### config.mk
export PLATFORM = sky130hd
export DESIGN_NAME = pipeline_hazard_controller
export DESIGN_NICKNAME = d
export VERILOG_FILES = /design/src/rtl/pipeline_hazard_controller.sv
export SDC_FILE = /design/constraint.sdc
export NUM_CORES = 1
export LEC_CHECK = 0
export CAP_MARGIN = 20
export CORE_ASPECT_RATIO = 1.1
export CORE_UTILIZATION = 41
export CTS_CLUSTER_SIZE = 20
export DETAILED_ROUTE_END_ITERATION = 6
export HOLD_SLACK_MARGIN = 0.02
export PLACE_DENSITY = 0.87
export SLEW_MARGIN = 20
export SYNTH_ARGS = -nofsm -noshare
export SYNTH_HDL_FRONTEND = slang
export SYNTH_SLANG_ARGS = --single-unit
### constraint.sdc
create_clock -name CLK -period 2.1 [get_ports CLK]
set_input_delay 0.21 -clock CLK [delete_from_list [all_inputs] [get_ports CLK]]
set_output_delay 0.21 -clock CLK [all_outputs]
set_load 0.05 [all_outputs]
### src/rtl/pipeline_hazard_controller.sv
// pipeline_hazard_controller: per-latch enable/flush and PC control for an N-latch in-order pipeline,
// covering split I/D memory waits, load-use bubbles, branch squash, sticky halt and a stall counter.
module pipeline_hazard_controller #(
    parameter int NLATCH     = 4,
    parameter int REGW       = 5,
    parameter int LU_BUBBLES = 1,
    parameter int CNTW       = 16
) (
    input  logic              CLK,
    input  logic              RST,
    input  logic              ihit,
    input  logic              dhit,
    input  logic              dmemREN,
    input  logic              dmemWEN,
    input  logic [REGW-1:0]   id_rs,
    input  logic [REGW-1:0]   id_rt,
    input  logic              ex_memtoreg,
    input  logic [REGW-1:0]   ex_rd,
    input  logic              branch_taken,
    input  logic              halt,
    output logic [NLATCH-1:0] enable,
    output logic [NLATCH-1:0] flush,
    output logic              pc_enable,
    output logic              halted,
    output logic [CNTW-1:0]   stall_cycles
);
    typedef enum logic [2:0] {RUN, DWAIT, IWAIT, LUSTALL, HALTED} state_t;
    localparam logic [NLATCH-1:0] LAST  = {1'b1, {(NLATCH-1){1'b0}}};
    localparam logic [NLATCH-1:0] PRE   = LAST >> 1;
    localparam logic [NLATCH-1:0] FL0   = NLATCH'(1);
    localparam logic [NLATCH-1:0] BR_FL = NLATCH'(3);
    localparam logic [NLATCH-1:0] LU_FL = NLATCH'(2);
    localparam logic [NLATCH-1:0] LU_EN = ~FL0;
    state_t state, next_state;
    logic [2:0] lu_cnt, next_cnt;
    logic ihit_pend, next_pend;
    logic [NLATCH-1:0] en, fl;
    logic pc, dreq, lu, run_like, dwait_now, dresolve, ih, lu_mode;
    // lu_cnt stays non-zero across a data/instruction wait that interrupted a load-use stall,
    // so the stall resumes once the wait resolves.
    always_comb begin
        dreq = dmemREN | dmemWEN;
        lu = ex_memtoreg && ex_rd != '0 && (ex_rd == id_rs || ex_rd == id_rt);
        run_like = state == RUN || state == LUSTALL;
        dwait_now = state == DWAIT ? !dhit : run_like && dreq && !dhit;
        dresolve = state == DWAIT ? dhit : run_like && dreq && dhit;
        ih = ihit || (state == DWAIT && ihit_pend);
        lu_mode = lu_cnt != '0;
        en = '1;
        fl = '0;
        pc = 1'b0;
        next_state = state;
        next_cnt = lu_cnt;
        next_pend = 1'b0;
        if (state == HALTED) begin
            en = '0;
        end else if (dwait_now) begin
            en = '0;
            next_pend = ihit || (state == DWAIT && ihit_pend);
            next_state = DWAIT;
        end else if (dresolve && !ih) begin
            en = LAST;
            fl = PRE;
            next_state = IWAIT;
        end else if (state == IWAIT && !ihit) begin
            en = LAST;
            fl = LAST;
        end else if (!ih) begin
            en = lu_mode ? LU_EN : '1;
            fl = lu_mode ? LU_FL : FL0;
        end else if (branch_taken) begin
            fl = BR_FL;
            pc = 1'b1;
            next_cnt = '0;
            next_state = RUN;
        end else if (lu_mode || lu) begin
            en = LU_EN;
            fl = LU_FL;
            next_cnt = lu_mode ? lu_cnt - 3'd1 : 3'(LU_BUBBLES - 1);
            next_state = next_cnt != '0 ? LUSTALL : RUN;
        end else begin
            pc = 1'b1;
            next_state = RUN;
        end
        if (halt && ih && state != HALTED && !dwait_now) begin
            next_state = HALTED;
            next_cnt = '0;
        end
    end
    assign enable = RST ? '0 : en;
    assign flush = RST ? '1 : fl;
    assign pc_enable = RST ? 1'b0 : pc;
    assign halted = !RST && state == HALTED;
    always_ff @(posedge CLK) begin
        if (RST) begin
            state <= RUN;
            lu_cnt <= '0;
            ihit_pend <= 1'b0;
            stall_cycles <= '0;
        end else begin
            state <= next_state;
            lu_cnt <= next_cnt;
            ihit_pend <= next_pend;
            if (!pc && state != HALTED && stall_cycles != '1)
                stall_cycles <= stall_cycles + 1'b1;
        end
    end
endmodule
**Word level (Yosys, flattened, before mapping)**

Index checks and enable logic that the tools add are counted.
W data, S select, Z words.

- Register bits: 23
- Bits of input ports: 24

- Add/subtract/negate cells: 2
- Equal/unequal tests: 11
- Muxes and demuxes: 40
- Bitwise operators: 5
- Reduce and logical (&&, ||, !) cells: 36

Operators with widths:

| operator | number |
|---|---|
| $mux W3 | 11 |
| $mux W4 | 8 |
| $add A16 B1 Y16 const B | 1 |
| $ne A16 B16 Y1 const B | 1 |
| $logic_and A1 B1 Y1 | 14 |
| $mux W1 | 14 |
| $mux W2 | 7 |
| $eq A5 B5 Y1 | 2 |
| $reduce_bool A3 Y1 | 3 |
| $eq A3 B2 Y1 const B | 2 |
| $logic_not A1 Y1 | 6 |
| $ne A3 B3 Y1 const B | 2 |
| $reduce_and A3 Y1 | 2 |
| $reduce_and A6 Y1 | 1 |
| $reduce_bool A5 Y1 | 1 |
| $logic_or A1 B1 Y1 | 4 |
| $ne A4 B3 Y1 const B | 1 |
| $not A1 Y1 | 4 |
| $reduce_bool A4 Y1 | 1 |
| $eq A3 B1 Y1 const B | 1 |
| $eq A3 B3 Y1 const B | 1 |
| $logic_not A3 Y1 | 1 |
| $reduce_or A3 Y1 | 1 |
| $sub A3 B1 Y3 const B | 1 |
| other kinds (4) | 4 |

**Logic depth before layout (Yosys ltp)**

- Depth in word-level cells: 14
- Depth in mapped cells: 8
- Gate-level depth less buffers: 7

**Least setup slack after synthesis**

No wires, ideal clock.

- Path kind: input to output
- Start point: input port ex_rd[1]
- End point: output port enable[0]
- Data arrival time: 2.285 ns
- Required time: 1.890 ns
- Slack: -0.395 ns
- Cell stages on the path: 4
- Buffers on the path: 0
- Cells stage by stage: or4_1 -> o21ai_0 -> o21ai_0 -> a211oi_1

- Word-level cells in the longest chain between the ends: 12

RTL lines:

| item | RTL line | RTL |
|---|---|---|
| from (decl) | 18 | `input logic [REGW-1:0] ex_rd,` |
| $eq A5 B5 Y1 or $reduce_bool A5 Y1 (tied branches) | 43 | `lu = ex_memtoreg && ex_rd != '0 && (ex_rd == id_rs \|\| ex_rd == id_rt);` |
| $logic_or A1 B1 Y1 or $logic_and A1 B1 Y1 (tied branches) | 43 |  |
| $logic_and A1 B1 Y1 * | 43 |  |
| $logic_or A1 B1 Y1 * | 76 | `end else if (lu_mode \|\| lu) begin` |
| $mux W1 * | 76 |  |
| $mux W1 * | 71 | `end else if (branch_taken) begin` |
| $mux W1 * | 68 | `end else if (!ih) begin` |
| $mux W3 * | 65 | `end else if (state == IWAIT && !ihit) begin` |
| $mux W3 * | 61 | `end else if (dresolve && !ih) begin` |
| $mux W4 * | 57 | `end else if (dwait_now) begin` |
| $mux W4 * | 55 | `if (state == HALTED) begin` |
| $mux W4 * | 90 | `assign enable = RST ? '0 : en;` |
| to (decl) | 21 | `output logic [NLATCH-1:0] enable,` |

Every way passes the cells marked *; elsewhere a longest branch is shown, timed or not.

**Worst setup path after layout**

- Start point: register state[0]
- End point: output port flush[1]

- Word-level cells in the longest chain between the ends: 10

RTL lines:

| item | RTL line | RTL |
|---|---|---|
| from (decl) | 34 | `state_t state, next_state;` |
| from (signal assigned) | 101 | `state <= next_state;` |
| $eq A3 B2 Y1 or $logic_not A3 Y1 (tied branches) | 44 | `run_like = state == RUN \|\| state == LUSTALL;` |
| $logic_or A1 B1 Y1 | 44 |  |
| $logic_and A1 B1 Y1 | 45, 46 |  |
| $logic_and A1 B1 Y1 | 46 | `dresolve = state == DWAIT ? dhit : run_like && dreq && dhit;` |
| $mux W1 | 46 |  |
| $logic_and A1 B1 Y1 | 61 |  |
| $mux W4 | 61 |  |
| $mux W4 | 57 |  |
| $mux W4 * | 55 |  |
| $mux W4 * | 91 | `assign flush = RST ? '1 : fl;` |
| to (decl) | 22 | `output logic [NLATCH-1:0] flush,` |

Marked as above.

==> impl_metrics.py <==
metrics = {
    "power_and_ir_drop": {
        "comb_power_share_pct": 39.9,
        "p_switching_mw": 0.383,
        "power.density_nw_per_um2": 457,
        "leakagePower_nw": 0.864,
        "pwr-share-clk_pct": 18.5,
        "switching_share_pct": 34.6,
        "internal-power_mw": 0.724,
        "ir_drop_v": 0.000329,
        "p_seq_share_pct": 41.5,
    },
    "place": {
        "placement.io_buffers": 49,
        "hpwlAfterDp_mm": 3.20,
        "placed_area_um2": 2200,
        "place_inst": 294,
        "finalWeightedCongestion": 0.904,
    },
    "synth": {
        "yosysSeqAreaShare_pct": 30.7,
        "netlist_instances": 194,
        "synth_edf_count": 0,
        "synth-seq-cells": 23,
        "yosysUniqueCellTypes": 43,
        "synth_flop_cell": "dfxtp_1",
        "ys_warn_count": 0,
        "async_flop_share_pct": 0,
        "syn-num-nets": 219,
        "synthesis.area_um2": 1500,
        "avgSynthCellArea_um2": 7.72,
    },
    "grt": {
        "grt_max_degree": 30,
        "grt_remaining_overflow": 0,
        "antenna_found_initial": 0,
        "grt_pass1_wl_mm": 6.89,
        "track_usage_pct": 22.7,
        "grt_pass1_vias": 1618,
    },
    "critical_path": {
        "crit_type": "reg -> out",
        "critPathCaptureType": "output pin",
        "required_ns": 1.89,
        "critical_path_arrival_ns": 1.95,
        "cp_max_fo": 4,
        "startpoint_type": "flip-flop",
    },
    "floorplanning": {
        "dieArea_um2": 3900,
        "die_h_um": 65.4,
        "core_area_um2": 3410,
        "initial_core_util_pct": 43.9,
        "fp.dieW_um": 59.6,
        "placementRows": 22,
        "io_pins": 50,
    },
    "layout": {
        "num_antenna_cells": 0,
        "mostFrequentLayoutCell": "clkdlybuf4s50_1",
        "final_cells": 303,
        "fillers": 268,
        "area_growth_pct": 61.8,
        "mostFrequentLayoutCells": "clkdlybuf4s50_1 (35), dfxtp_1 (21), nand2_1 (14), buf_4 (14), nor2_1 (13)",
        "drive_gt1_share_pct": 25.1,
        "layout.nets": 281,
        "design_area_um2": 2420,
    },
    "detailed_routing": {
        "vias_per_cell": 5.92,
        "drt_wl_total_mm": 4.56,
        "drtAntennaViolNets": 0,
        "first_pass_iters": 4,
        "drc": 0,
        "vias": 1795,
        "drt_iter0_drc": 86,
        "wl_per_cell_um": 15.0,
    },
    "clock_tree": {
        "tritoncts": "built",
        "cts_hold_buf": 0,
        "cts.sinks": 23,
        "htree_levels": 1,
        "cts-root-buf": "clkbuf_4",
        "cts_buffer_depth": 2,
        "clkTransAtPathRegs_ns": 0.13,
        "clk_latency_ns": 0.30,
        "cts_buffers": 3,
    },
    "sta": {
        "rsz0062_at_grt": "true",
        "fmax_mhz": 463,
        "setup_viol": 14,
        "slew_headroom_pct": 58.5,
        "setup_ws_ns": -0.0582,
        "tns_ns": -0.443,
        "hold_viol": 0,
        "fin_skew_ns": 0.00764,
        "maxSlewViolCount": 0,
        "worst_pin_slew_ns": 0.615,
        "hold_slack_ns": 0.517,
        "min_period_over_period_pct": 103,
        "fin_crit_ns": 2.16,
    },
    "status": {
        "status": "finished with violations",
        "violations": "setup timing",
    },
    "job": {
        "max_cap_viol_count": 0,
    },
    "min_path": {
        "hp-class": "reg -> reg",
    },
}
-- power by group through the flow --
stage               combinational, mW  sequential [mW]  clock, mW
global route                    0.468            0.461      0.227
floorplan                       0.185            0.488          0
finish                          0.442            0.460      0.205
global placement                0.370            0.467          0
detailed placement              0.379            0.468          0
CTS                             0.394            0.458      0.206
-- logic make-up (layout without fill, tap and decap cells) --
group | Yosys count | count (layout) | share of synthesized area (%)
and+or+nand+nor | 85 | 85 | 31.7
AOI/OAI and AO/OA | 58 | 58 | 24.5
muxes | 2 | 2 | 1.34
adders and majority gates | 2 | 2 | 1.50
xor gates and xnor gates | 10 | 10 | 5.85
buffers and inverters | 14 | 75 | 4.34
DFF | 23 | 23 | 30.7
-- Yosys cell counts, types with 2 or more instances --
master | number | area share [%]
and3_1 | 2 | 0.84
a211oi_1 | 4 | 2.0
and2_1 | 2 | 0.84
or4_1 | 10 | 5.0
and4_1 | 3 | 1.8
a221oi_1 | 2 | 1.2
nand3_1 | 8 | 2.7
mux2i_1 | 2 | 1.3
a22oi_1 | 2 | 1.0
clkbuf_1 | 6 | 1.5
o31ai_1 | 10 | 5.0
dfxtp_1 | 23 | 31
nor2b_1 | 2 | 0.84
o21ai_0 | 16 | 5.3
nand3b_1 | 2 | 1.0
inv_1 | 4 | 1.0
nand4_1 | 6 | 2.5
or3_1 | 6 | 2.5
nor2_1 | 16 | 4.0
nand2_1 | 14 | 3.5
nor3_1 | 7 | 2.3
xor2_1 | 10 | 5.8
a21oi_1 | 17 | 5.7
-- flip-flops by register name, summed over array words and instances, names as in the netlist --
| signal | cells |
|---|---|
| ihit_pend | 1 |
| lu_cnt | 3 |
| stall_cycles | 16 |
| state | 3 |
-- final cells by class --
| type | count | area [µm²] | share of cell area, % |
|---|---|---|---|
| clock buffers | 4 | 26.3 | 1.08 |
| inverters | 4 | 15.0 | 0.620 |
| multi-input cells | 157 | 1120 | 46.2 |
| flip-flops and latches | 23 | 463 | 19.1 |
| well taps | 48 | 60.1 | 2.48 |
| repair buffers | 67 | 741 | 30.6 |
-- per-stage QoR --
step	util [%]	worst slack [ns]	total power, mW
final	71.0	-0.0582	1.11
after floorplan	-	0.0365	0.673
after CTS	66.7	-0.0523	1.06
after global placement	64.5	-0.299	0.837
after global routing	71.0	-0.136	1.16
after detailed placement	64.5	-0.346	0.846
-- what timing repair did --
| item | CTS | global route |
|---|---|---|
| gates cloned | 0 | 1 |
| resized for setup | 18 | 25 |
| buffers inserted | 0 | 4 |
| pin swaps | 7 | 10 |
| endpoints found under the setup margin | 14 | 25 |
-- path summary, 6_finish.rpt --
| check | depth (start not counted) | slack, ns | startpoint | to |
|---|---|---|---|---|
| hold / removal | 2 | 0.52 | stall_cycles[15] | stall_cycles[15] |
| setup / recovery | 6 | -0.06 | state[0] | flush[1] |
| setup reg to reg | 7 | -0.06 | state[0] | stall_cycles[15] |
| hold reg to reg | 2 | 0.52 | stall_cycles[15] | stall_cycles[15] |
-- critical path, stage by stage (launching register included) --
cell and delay, ns:
dfxtp_2 0.35, or3b_4 0.41, a221oi_4 0.28, nand2_1 0.16
nand3_4 0.17, o31ai_4 0.10, buf_12 0.17
-- routing by layer --
layer	up-vias	GRT usage, %	part of all wire [%]
met4	0	6.98	0.92
met3	7	3.94	6.2
met2	93	43.5	56
met5	-	0	0
li1	860	-	-
met1	835	24.6	37
Power figures use the tool's default switching activity.
==> patch: new RTL, same flow settings <==
Change the parameter `REGW` from 5 to 4.
--- a/src/rtl/pipeline_hazard_controller.sv
+++ b/src/rtl/pipeline_hazard_controller.sv
@@ -2,7 +2,7 @@
 // covering split I/D memory waits, load-use bubbles, branch squash, sticky halt and a stall counter.
 module pipeline_hazard_controller #(
     parameter int NLATCH     = 4,
-    parameter int REGW       = 5,
+    parameter int REGW       = 4,
     parameter int LU_BUBBLES = 1,
     parameter int CNTW       = 16
 ) (
Interface: changed (resized ex_rd, id_rs and id_rt); port bits go from 50 to 47. No check against the original RTL was run, so the function may have changed too.
==> patch against the original RTL <==
Setup slack improved by 69 ps; total power rose by 9.3%; final area rose by 9.4%; synthesized cell count fell by 1.5%; largest cell class unchanged; die area rose by 2.7%; fmax rose by 3.3%; routed wire length rose by 16%; area after synthesis rose by 2.8%; sequential share of layout area fell by 1.1 points; sequential cell count did not move.
==> patch: results (changes against the original RTL) <==
- Status: finished clean
- Vias in the first global route: 1761 (+8.8%)
- Unique masters post-synth: 48 (+12%)
- HP Class: in -> reg
- Synth area leaders: dfxtp_1 (30%), a21oi_1 (5.5%), or4_1 (4.9%)
- Clock latency on the worst-skew pair: 330 ps (+30 ps)
- P_leak: 1.05 nW (+22%)
- Share of cells above drive strength 1: 38.8% (+14 points)
- Cell count of the worst hold path: 3 (+1)
- Crit path DAT: 1880 ps (-70 ps)
- Syn Nets: 215 (-1.8%)
- Worst slew margin relative to its limit: 64.3% (+5.8 points)
- Synth top cells by count: dfxtp_1 (23), a21oi_1 (17), nor2_1 (15)
- Worst-path maximum fanout: 3 (-1)
- CP peak stage delay: 510 ps (+100 ps)
- R2R Setup Slk: 20 ps (+80 ps)
- Final setup vio count: 0 (-14)
- First-pass GRT wire length: 7.40 mm (+7.4%)
- Total Routing Usage GR: 24.0% (+1.3 points)
- Min-delay src: halt
- Post-DR vias/cell: 5.97 (+0.81%)
- Worst Hold Endpoint: state[2]
- Number of filler cells placed in the layout: 248 (-7.5%)
- Detailed Place HPWL: 3.33 mm (+4.2%)
- Slowest cell on crit path: or4_4
- Register area share after synthesis: 29.9% (-0.82 points)
- Fin nets: 298 (+6.0%)
- Post-DP Area: 2370 µm² (+7.6%)
- Worst r2r path cells: 8 (+1)
- Peak VDD IR: 0.341 mV (+3.5%)
- Port bufs: 46 (-6.1%)
- Clk_skew: 9.08 ps (+1.44 ps)
- DRT iter0 DRCs: 113 (+31%)
## patch: cell count changes after synthesis, sizes merged, moves of 3 or more
cell / unedited run / this run
o21ai: 16 / 9
nand4: 6 / 3
a211oi: 4 / 1
clkbuf: 6 / 3
nand3: 8 / 13
a221oi: 3 / 0
nor4: 0 / 3
inv: 4 / 7
mux2: 0 / 5
## patch: worst max path at each step
| stage | start | slack, ps | to | depth (start not counted) |
|---|---|---|---|---|
| final | ex_rd[3] | 10 | flush[1] | 6 |
| after global routing | state[0] | -80 | flush[1] | 6 |
| after CTS | id_rs[2] | -0.2 | flush[1] | 7 |
| after detailed placement | ex_rd[1] | -350 | stall_cycles[5] | 7 |
| after global placement | ex_rd[1] | -300 | stall_cycles[5] | 7 |
| after floorplan | state[0] | -9 | stall_cycles[5] | 7 |
## patch: layout make-up
class                      count  area share [%]
multi-input combinational    155            46.0
timing repair buffer          84            31.7
sequential                    23            18.0
tap                           48            2.27
inverter                       7           0.991
clock buffer                   3           0.849
clock inverter                 1           0.236
## patch: cell families after synthesis
| family | share of synthesized area (%) |
|---|---|
| xor gates and xnor gates | 4.55 |
| adders and majority gates | 2.44 |
| buffers and inverters | 4.23 |
| and+or+nand+nor | 31.8 |
| muxes | 3.66 |
| DFF | 29.9 |
| AOI/OAI and AO/OA | 23.4 |
## patch: per-layer routing
metal	track usage [%]	wire length, µm	up-vias
li1	-	-	892
met1	28.8	2090	931
met2	42.7	2850	82
met3	2.35	245	12
met4	9.66	113	0
met5	0	0	-
## patch: what timing repair did
item                                    CTS  global route
gates cloned                              0             2
gates resized for setup                  22            39
endpoints found under the setup margin    7            20
buffers inserted                          6             4
pin swaps                                10            21
## patch: per-stage QoR
stage               TNS (ps)  std cells  total power (W)  util (%)  setup WS (ps)
CTS                   -0.157        315          0.00116      71.5         -0.157
finish                     0        321          0.00121      76.4           10.5
floorplan              -10.4        191         0.000706         -          -8.86
global placement       -4850        306         0.000908      68.3           -300
global route            -725        321          0.00126      76.4          -81.5
detailed placement     -5850        306         0.000919      68.3           -346
## patch: worst max-delay path, delay by kind of cell
kind,cells,cell delay [ps]
simple gates,2,870
compound gates,2,420
buf+inv,2,380
## patch: where the power goes
group	switching [W]	leakage (nW)	internal (W)
combinational	0.000277	0.846	0.000239
clock	0.000157	0.0183	0.0000744
sequential	0.0000156	0.190	0.000447
